==> src/rtl/riscv_pkg.sv <==
`default_nettype none
// ============================================================================
//  Module      : riscv_pkg
//  Description : Shared architectural constants and types for the integer
//                register file: data width, register count, index width and
//                the write-back staging entry.
//  Revision    : 1.0  initial release
// ============================================================================
package riscv_pkg;

    localparam int XLEN       = 32;
    localparam int NREGS      = 32;
    localparam int REG_ADDR_W = 5;

    typedef logic [XLEN-1:0]       xword_t;
    typedef logic [REG_ADDR_W-1:0] regidx_t;

    // One pending write waiting to be committed to the array.
    typedef struct packed {
        logic    valid;
        regidx_t rd;
        xword_t  data;
    } wb_entry_t;

endpackage : riscv_pkg
`default_nettype wire

==> src/rtl/register_file_if.sv <==
`default_nettype none
// ============================================================================
//  Module      : register_file_if
//  Description : Write/read bus of the register file.
//                Write side : we, rd, wdata, flush
//                Read side  : rs1, rs2 -> rdata1, rdata2 (combinational)
//                Status     : wb_pending (staging register holds a write)
//                master drives requests, slave (the register file) answers.
//  Revision    : 1.0  initial release
// ============================================================================
interface register_file_if;
    import riscv_pkg::*;

    logic    we;
    regidx_t rd;
    xword_t  wdata;
    logic    flush;
    regidx_t rs1;
    regidx_t rs2;
    xword_t  rdata1;
    xword_t  rdata2;
    logic    wb_pending;

    modport master (
        output we, rd, wdata, flush, rs1, rs2,
        input  rdata1, rdata2, wb_pending
    );

    modport slave (
        input  we, rd, wdata, flush, rs1, rs2,
        output rdata1, rdata2, wb_pending
    );

endinterface : register_file_if
`default_nettype wire

==> src/rtl/decoder5to32.sv <==
`default_nettype none
// ============================================================================
//  Module      : decoder5to32
//  Description : Enabled 5-to-32 one-hot decoder used as the register array
//                write-enable generator.
//                i_en     : global enable, all outputs low when 0
//                i_sel    : register index
//                o_onehot : one-hot write enables
//  Revision    : 1.0  initial release
// ============================================================================
module decoder5to32
    import riscv_pkg::*;
(
    input  wire logic             i_en,
    input  wire regidx_t          i_sel,
    output logic [NREGS-1:0]      o_onehot
);

    always_comb begin
        o_onehot = '0;
        if (i_en) begin
            o_onehot[i_sel] = 1'b1;
        end
    end

endmodule : decoder5to32
`default_nettype wire

==> src/rtl/register_file.sv <==
`default_nettype none
// ============================================================================
//  Module      : register_file
//  Description : 32 x 32-bit integer register file with a one-entry write-back
//                staging register. A write is captured into staging at one
//                edge and committed to the array at the next; reads see the
//                staged value through a bypass. flush drops the staged entry.
//                clk : rising-edge clock
//                rst : synchronous active-high reset
//                bus : register_file_if.slave (write, read and status signals)
//  Revision    : 1.0  initial release
// ============================================================================
module register_file
    import riscv_pkg::*;
(
    input  wire logic       clk,
    input  wire logic       rst,
    register_file_if.slave  bus
);

    wb_entry_t        r_wb;
    xword_t           r_regs [NREGS];
    logic [NREGS-1:0] w_wen;
    logic             w_capture;
    logic             w_commit_en;
    logic             w_unused_wen0;

    // Writes to x0 are dropped at the door, so staging never targets x0.
    assign w_capture   = bus.we && (bus.rd != '0);
    // A flushed or reset-cancelled entry must never reach the array.
    assign w_commit_en = r_wb.valid & ~bus.flush & ~rst;

    decoder5to32 u_wen_dec (
        .i_en     (w_commit_en),
        .i_sel    (r_wb.rd),
        .o_onehot (w_wen)
    );

    // x0 has no storage update path; its enable is intentionally ignored.
    assign w_unused_wen0 = w_wen[0];

    // Staging register: reloaded every edge, so back-to-back writes commit
    // the old entry and capture the new one in the same cycle.
    always_ff @(posedge clk) begin
        if (rst) begin
            r_wb <= '0;
        end else begin
            r_wb.valid <= w_capture;
            if (w_capture) begin
                r_wb.rd   <= bus.rd;
                r_wb.data <= bus.wdata;
            end
        end
    end

    always_ff @(posedge clk) begin
        r_regs[0] <= '0;
        for (int i = 1; i < NREGS; i++) begin
            if (rst) begin
                r_regs[i] <= '0;
            end else if (w_wen[i]) begin
                r_regs[i] <= r_wb.data;
            end
        end
    end

    // x0 reads zero; a matching staged entry is newer than the array.
    function automatic xword_t read_port(input regidx_t idx);
        if (idx == '0) begin
            return '0;
        end else if (r_wb.valid && (r_wb.rd == idx)) begin
            return r_wb.data;
        end else begin
            return r_regs[idx];
        end
    endfunction

    always_comb begin
        bus.rdata1 = read_port(bus.rs1);
    end

    always_comb begin
        bus.rdata2 = read_port(bus.rs2);
    end

    assign bus.wb_pending = r_wb.valid;

endmodule : register_file
`default_nettype wire

==> src/flat_wrapper.sv <==
// flat-port wrapper written by rule: the top's interface ports become plain ports
module register_file_flat import riscv_pkg::*;
  (clk, rst, bus_we, bus_rd, bus_wdata, bus_flush, bus_rs1, bus_rs2, bus_rdata1, bus_rdata2, bus_wb_pending);
  register_file_if bus_i ();
  input  wire logic clk;
  input  wire logic rst;
  input wire logic [$bits(bus_i.we)-1:0] bus_we;
  input wire logic [$bits(bus_i.rd)-1:0] bus_rd;
  input wire logic [$bits(bus_i.wdata)-1:0] bus_wdata;
  input wire logic [$bits(bus_i.flush)-1:0] bus_flush;
  input wire logic [$bits(bus_i.rs1)-1:0] bus_rs1;
  input wire logic [$bits(bus_i.rs2)-1:0] bus_rs2;
  output wire logic [$bits(bus_i.rdata1)-1:0] bus_rdata1;
  output wire logic [$bits(bus_i.rdata2)-1:0] bus_rdata2;
  output wire logic [$bits(bus_i.wb_pending)-1:0] bus_wb_pending;
  assign bus_i.we = bus_we;
  assign bus_i.rd = bus_rd;
  assign bus_i.wdata = bus_wdata;
  assign bus_i.flush = bus_flush;
  assign bus_i.rs1 = bus_rs1;
  assign bus_i.rs2 = bus_rs2;
  assign bus_rdata1 = bus_i.rdata1;
  assign bus_rdata2 = bus_i.rdata2;
  assign bus_wb_pending = bus_i.wb_pending;
  register_file u_core (.clk(clk), .rst(rst), .bus(bus_i));
endmodule
==> config.mk <==
export PLATFORM = sky130hd
export DESIGN_NAME = register_file_flat
export DESIGN_NICKNAME = d
export VERILOG_FILES = /design/src/rtl/riscv_pkg.sv /design/src/rtl/register_file_if.sv /design/src/rtl/decoder5to32.sv /design/src/rtl/register_file.sv /design/src/flat_wrapper.sv
export SDC_FILE = /design/constraint.sdc
export NUM_CORES = 2
export LEC_CHECK = 0
export ABC_CLOCK_PERIOD_IN_PS = 4300
export BUFFER_PORTS_ARGS = -buffer_cell sky130_fd_sc_hd__buf_2
export CAP_MARGIN = 15
export CORE_UTILIZATION = 56
export CTS_CLUSTER_SIZE = 12
export DETAILED_ROUTE_END_ITERATION = 8
export HOLD_SLACK_MARGIN = 0.08
export MAX_ROUTING_LAYER = met4
export PLACE_DENSITY = 0.8
export SYNTH_ARGS = -nofsm -noshare
export SYNTH_HDL_FRONTEND = slang
export SYNTH_SLANG_ARGS = --single-unit
==> constraint.sdc <==
create_clock -name clk -period 4.3 [get_ports clk]
set_clock_uncertainty 0.05 [all_clocks]
set_input_delay 0.86 -clock clk [delete_from_list [all_inputs] [get_ports clk]]
set_output_delay 0.86 -clock clk [all_outputs]
set_load 0.02 [all_outputs]
==> run summary <==
multi-input combinational cell area: 0.02363 mm2
post-synthesis sequential area ratio: 54.49%
Layout Nets: 4273
GRT Util Overall: 38.49%
FFs w/ async S/R, synth: 0%
WL per Instance: 34.09 um
Worst-path clk slew: 60 ps
Final min period: 4356 ps
required time worst endpoint: 3390 ps
first-pass GRT wire length: 271800 um
Synth Net Count: 4219
Skew-Pair Late Insertion Delay: 710 ps
drt first pass iters: 8
#FFs+latches synth: 1030
WL final: 190900 um
dpl hpwl: 119200 um
H-tree levels: 3
endpoint class of the critical path: output pin
P_leak: 23.54 nW
Max clock buf depth: 3
hold crit path type: in -> reg
Distinct cells, synth: 60
via count: 40.22k
R2R Setup Slk: 1080 ps
Rows: 115
VDD IR max: 0.0003417 V
die area: 0.1014 mm2
Slew @ Worst Pin: 1202 ps
Final WS setup: -56.11 ps
Max-cap violations: 0
antenna violations before repair: 9
yosys warns: 0
run status: complete, but fails checks
CP peak stage delay: 600 ps
Slew headroom: 19.75%
Post-Syn Area: 0.05607 mm2
Synth Instances: 4168
post-route ant nets: 0
Hold Vio Cnt, Final: 0
io pins: 116
Area Growth Syn to Fin: 11.51%
Num CTS Buffers: 107
CP Class: reg -> out
root buf cell: clkbuf_16
Syn Area/Cell: 13.45 um2
area of the core: 0.09885 mm2
CP max-delay cell: o21ai_0
Power Density: 375.9 mW/mm2
critical path startpoint category: flip-flop
largest net degree at the start of global routing: 71
chip width: 318.4 um
Setup Viol. Count Final: 4
DRC: 0
Final Cycle Share: 101.3%
fraction of layout cells with a size suffix above 1: 23.18%
PortBufs: 115
gr ovfl total: 0
Iter 0 DRT Violations: 7050
Max Freq: 0.2296 GHz
Via density: 7.181
violated checks: setup timing
Clock Sinks: 1030
Arr. time, crit path: 3450 ps
ys flop type: edfxtp_1
number of flops mapped to enable cells by yosys: 992
vias in the first global route: 40.04k
# fillers: 7118
Starting Density: 56.72%
CP Max Fanout: 37
final core occ: 63.24%
Slew Limit Fails: 0
setup TNS: -115.6 ps
Cell Chain, Critical Path: buf_4 -> xnor2_1 -> nand2_1 -> or3_2 -> buf_12 -> o21ai_0 -> a21oi_1 -> buf_2
Die Height: 318.4 um
Reg area: 0.03056 mm2
GP Congestion: 0.9595
TritonCTS clock tree: yes
==> stage by stage <==
| step | power [mW] | instance area (um2) | std cells | hold slack (ps) | setup slack, ps |
|---|---|---|---|---|---|
| floorplan | 13.36 | 56070 | 4168 | 434.9 | 774.6 |
| global placement | 14.49 | 59090 | 5396 | 599.2 | -76.68 |
| detailed placement | 14.56 | 59090 | 5396 | 612.4 | -178.5 |
| CTS | 23.32 | 62430 | 5588 | 346.7 | 24.53 |
| global route | 23.92 | 62510 | 5598 | 351.9 | -2.392 |
| finish | 23.50 | 62520 | 5600 | 342.6 | -56.11 |
==> cells in the final DEF (no fill, tap or decap), drive strengths merged, types with 29 or more instances in the layout <==
cell type    n
a21oi       85
a221o       33
a22oi      163
and2       996
and3        33
buf        391
clkbuf     153
clkinv      31
dfxtp       38
edfxtp     992
mux2        67
mux2i      369
mux4       292
nand2      158
nand2b      34
nand3       68
nor2        54
nor3        30
o211ai      33
o22ai       29
or2         31
==> final timing paths <==
kind                                         start                                  to  cells after the start
setup / recovery      u_core.r_wb[34]$_SDFFE_PP0P_                       bus_rdata2[9]                      8
hold / removal                        bus_wdata[5]         u_core.r_wb[5]$_SDFFE_PP0P_                      3
setup reg to reg  u_core.bus.wb_pending$_SDFF_PP0_  u_core.r_regs[2][19]$_SDFFCE_PN0P_                      5
hold reg to reg       u_core.r_wb[32]$_SDFFE_PP0P_        u_core.r_wb[32]$_SDFFE_PP0P_                      2
==> state kept, by name, summed over array words and instances, names as in the netlist <==
register,flops
u_core.r_regs,992
u_core.r_wb,37
u_core.bus.wb_pending,1
==> worst max-delay path: cells and delay by family, from the launching register on <==
family / cells / cell delay [ps]
buf+inv: 3 / 670
simple gates: 2 / 660
compound gates: 2 / 750
flops: 1 / 530
xor+xnor: 1 / 120
==> logic make-up after synthesis <==
kind of cell    synth area share, %
mux                           19.66
buf+inv                       3.716
compound gates                6.833
simple gates                  15.14
xor+xnor                     0.1562
flops                         54.49
==> report_power, final <==
| part | leakage [nW] | internal (mW) | switching (mW) | total [mW] |
|---|---|---|---|---|
| Sequential | 10.6 | 11.3 | 0.292 | 11.6 |
| Combinational | 11.3 | 1.11 | 1.79 | 2.90 |
| Clock | 1.61 | 5.06 | 3.94 | 9.00 |
==> cells in the mapped netlist (13+ instances only) <==
master / instances / area [um2]
and2_1: 995 / 6225
edfxtp_1: 992 / 29790
mux2i_1: 369 / 3694
clkbuf_1: 311 / 1167
mux4_2: 292 / 6576
a22oi_1: 163 / 1224
nand2_1: 157 / 589.3
a21oi_1: 85 / 425.4
buf_2: 68 / 340.3
nand3_1: 68 / 340.3
mux2_2: 64 / 720.7
nor2_1: 54 / 202.7
dfxtp_1: 38 / 760.7
nand2b_1: 34 / 212.7
a221o_1: 33 / 330.3
and3_1: 33 / 206.5
buf_4: 33 / 247.7
or2_2: 31 / 193.9
nor3_1: 30 / 150.1
o22ai_1: 29 / 181.4
a211oi_1: 28 / 210.2
o221a_1: 28 / 315.3
buf_6: 25 / 281.5
nor2b_1: 24 / 150.1
a211o_1: 18 / 157.7
o21ai_0: 18 / 90.09
o211ai_2: 17 / 212.7
o311ai_1: 17 / 148.9
o211ai_1: 16 / 120.1
o2111ai_1: 15 / 131.4
a22o_1: 13 / 113.9
==> final cells by class <==
class / count / share of cell area (%)
sequential: 1030 / 48.88
multi-input combinational: 2690 / 37.80
timing repair buffer: 392 / 5.438
clock buffer: 152 / 4.669
tap: 1287 / 2.576
clock inverter: 40 / 0.6064
antenna: 8 / 0.03202
inverter: 1 / 0.006004
==> per-layer routing <==
layer	track usage [%]	part of all wire, %
met4	23.48	7.1
met2	55.72	44
met3	11.91	15
met5	-	0
met1	47.38	33
==> repair_timing <==
action,in CTS,in global routing
endpoints found under the hold margin,0,0
pin swaps,0,0
setup buffers,0,4
resized for setup,9,4
hold buffers,0,0
gates cloned,0,0
setup endpoints to repair,50,13
(Power assumes the default switching activity.)
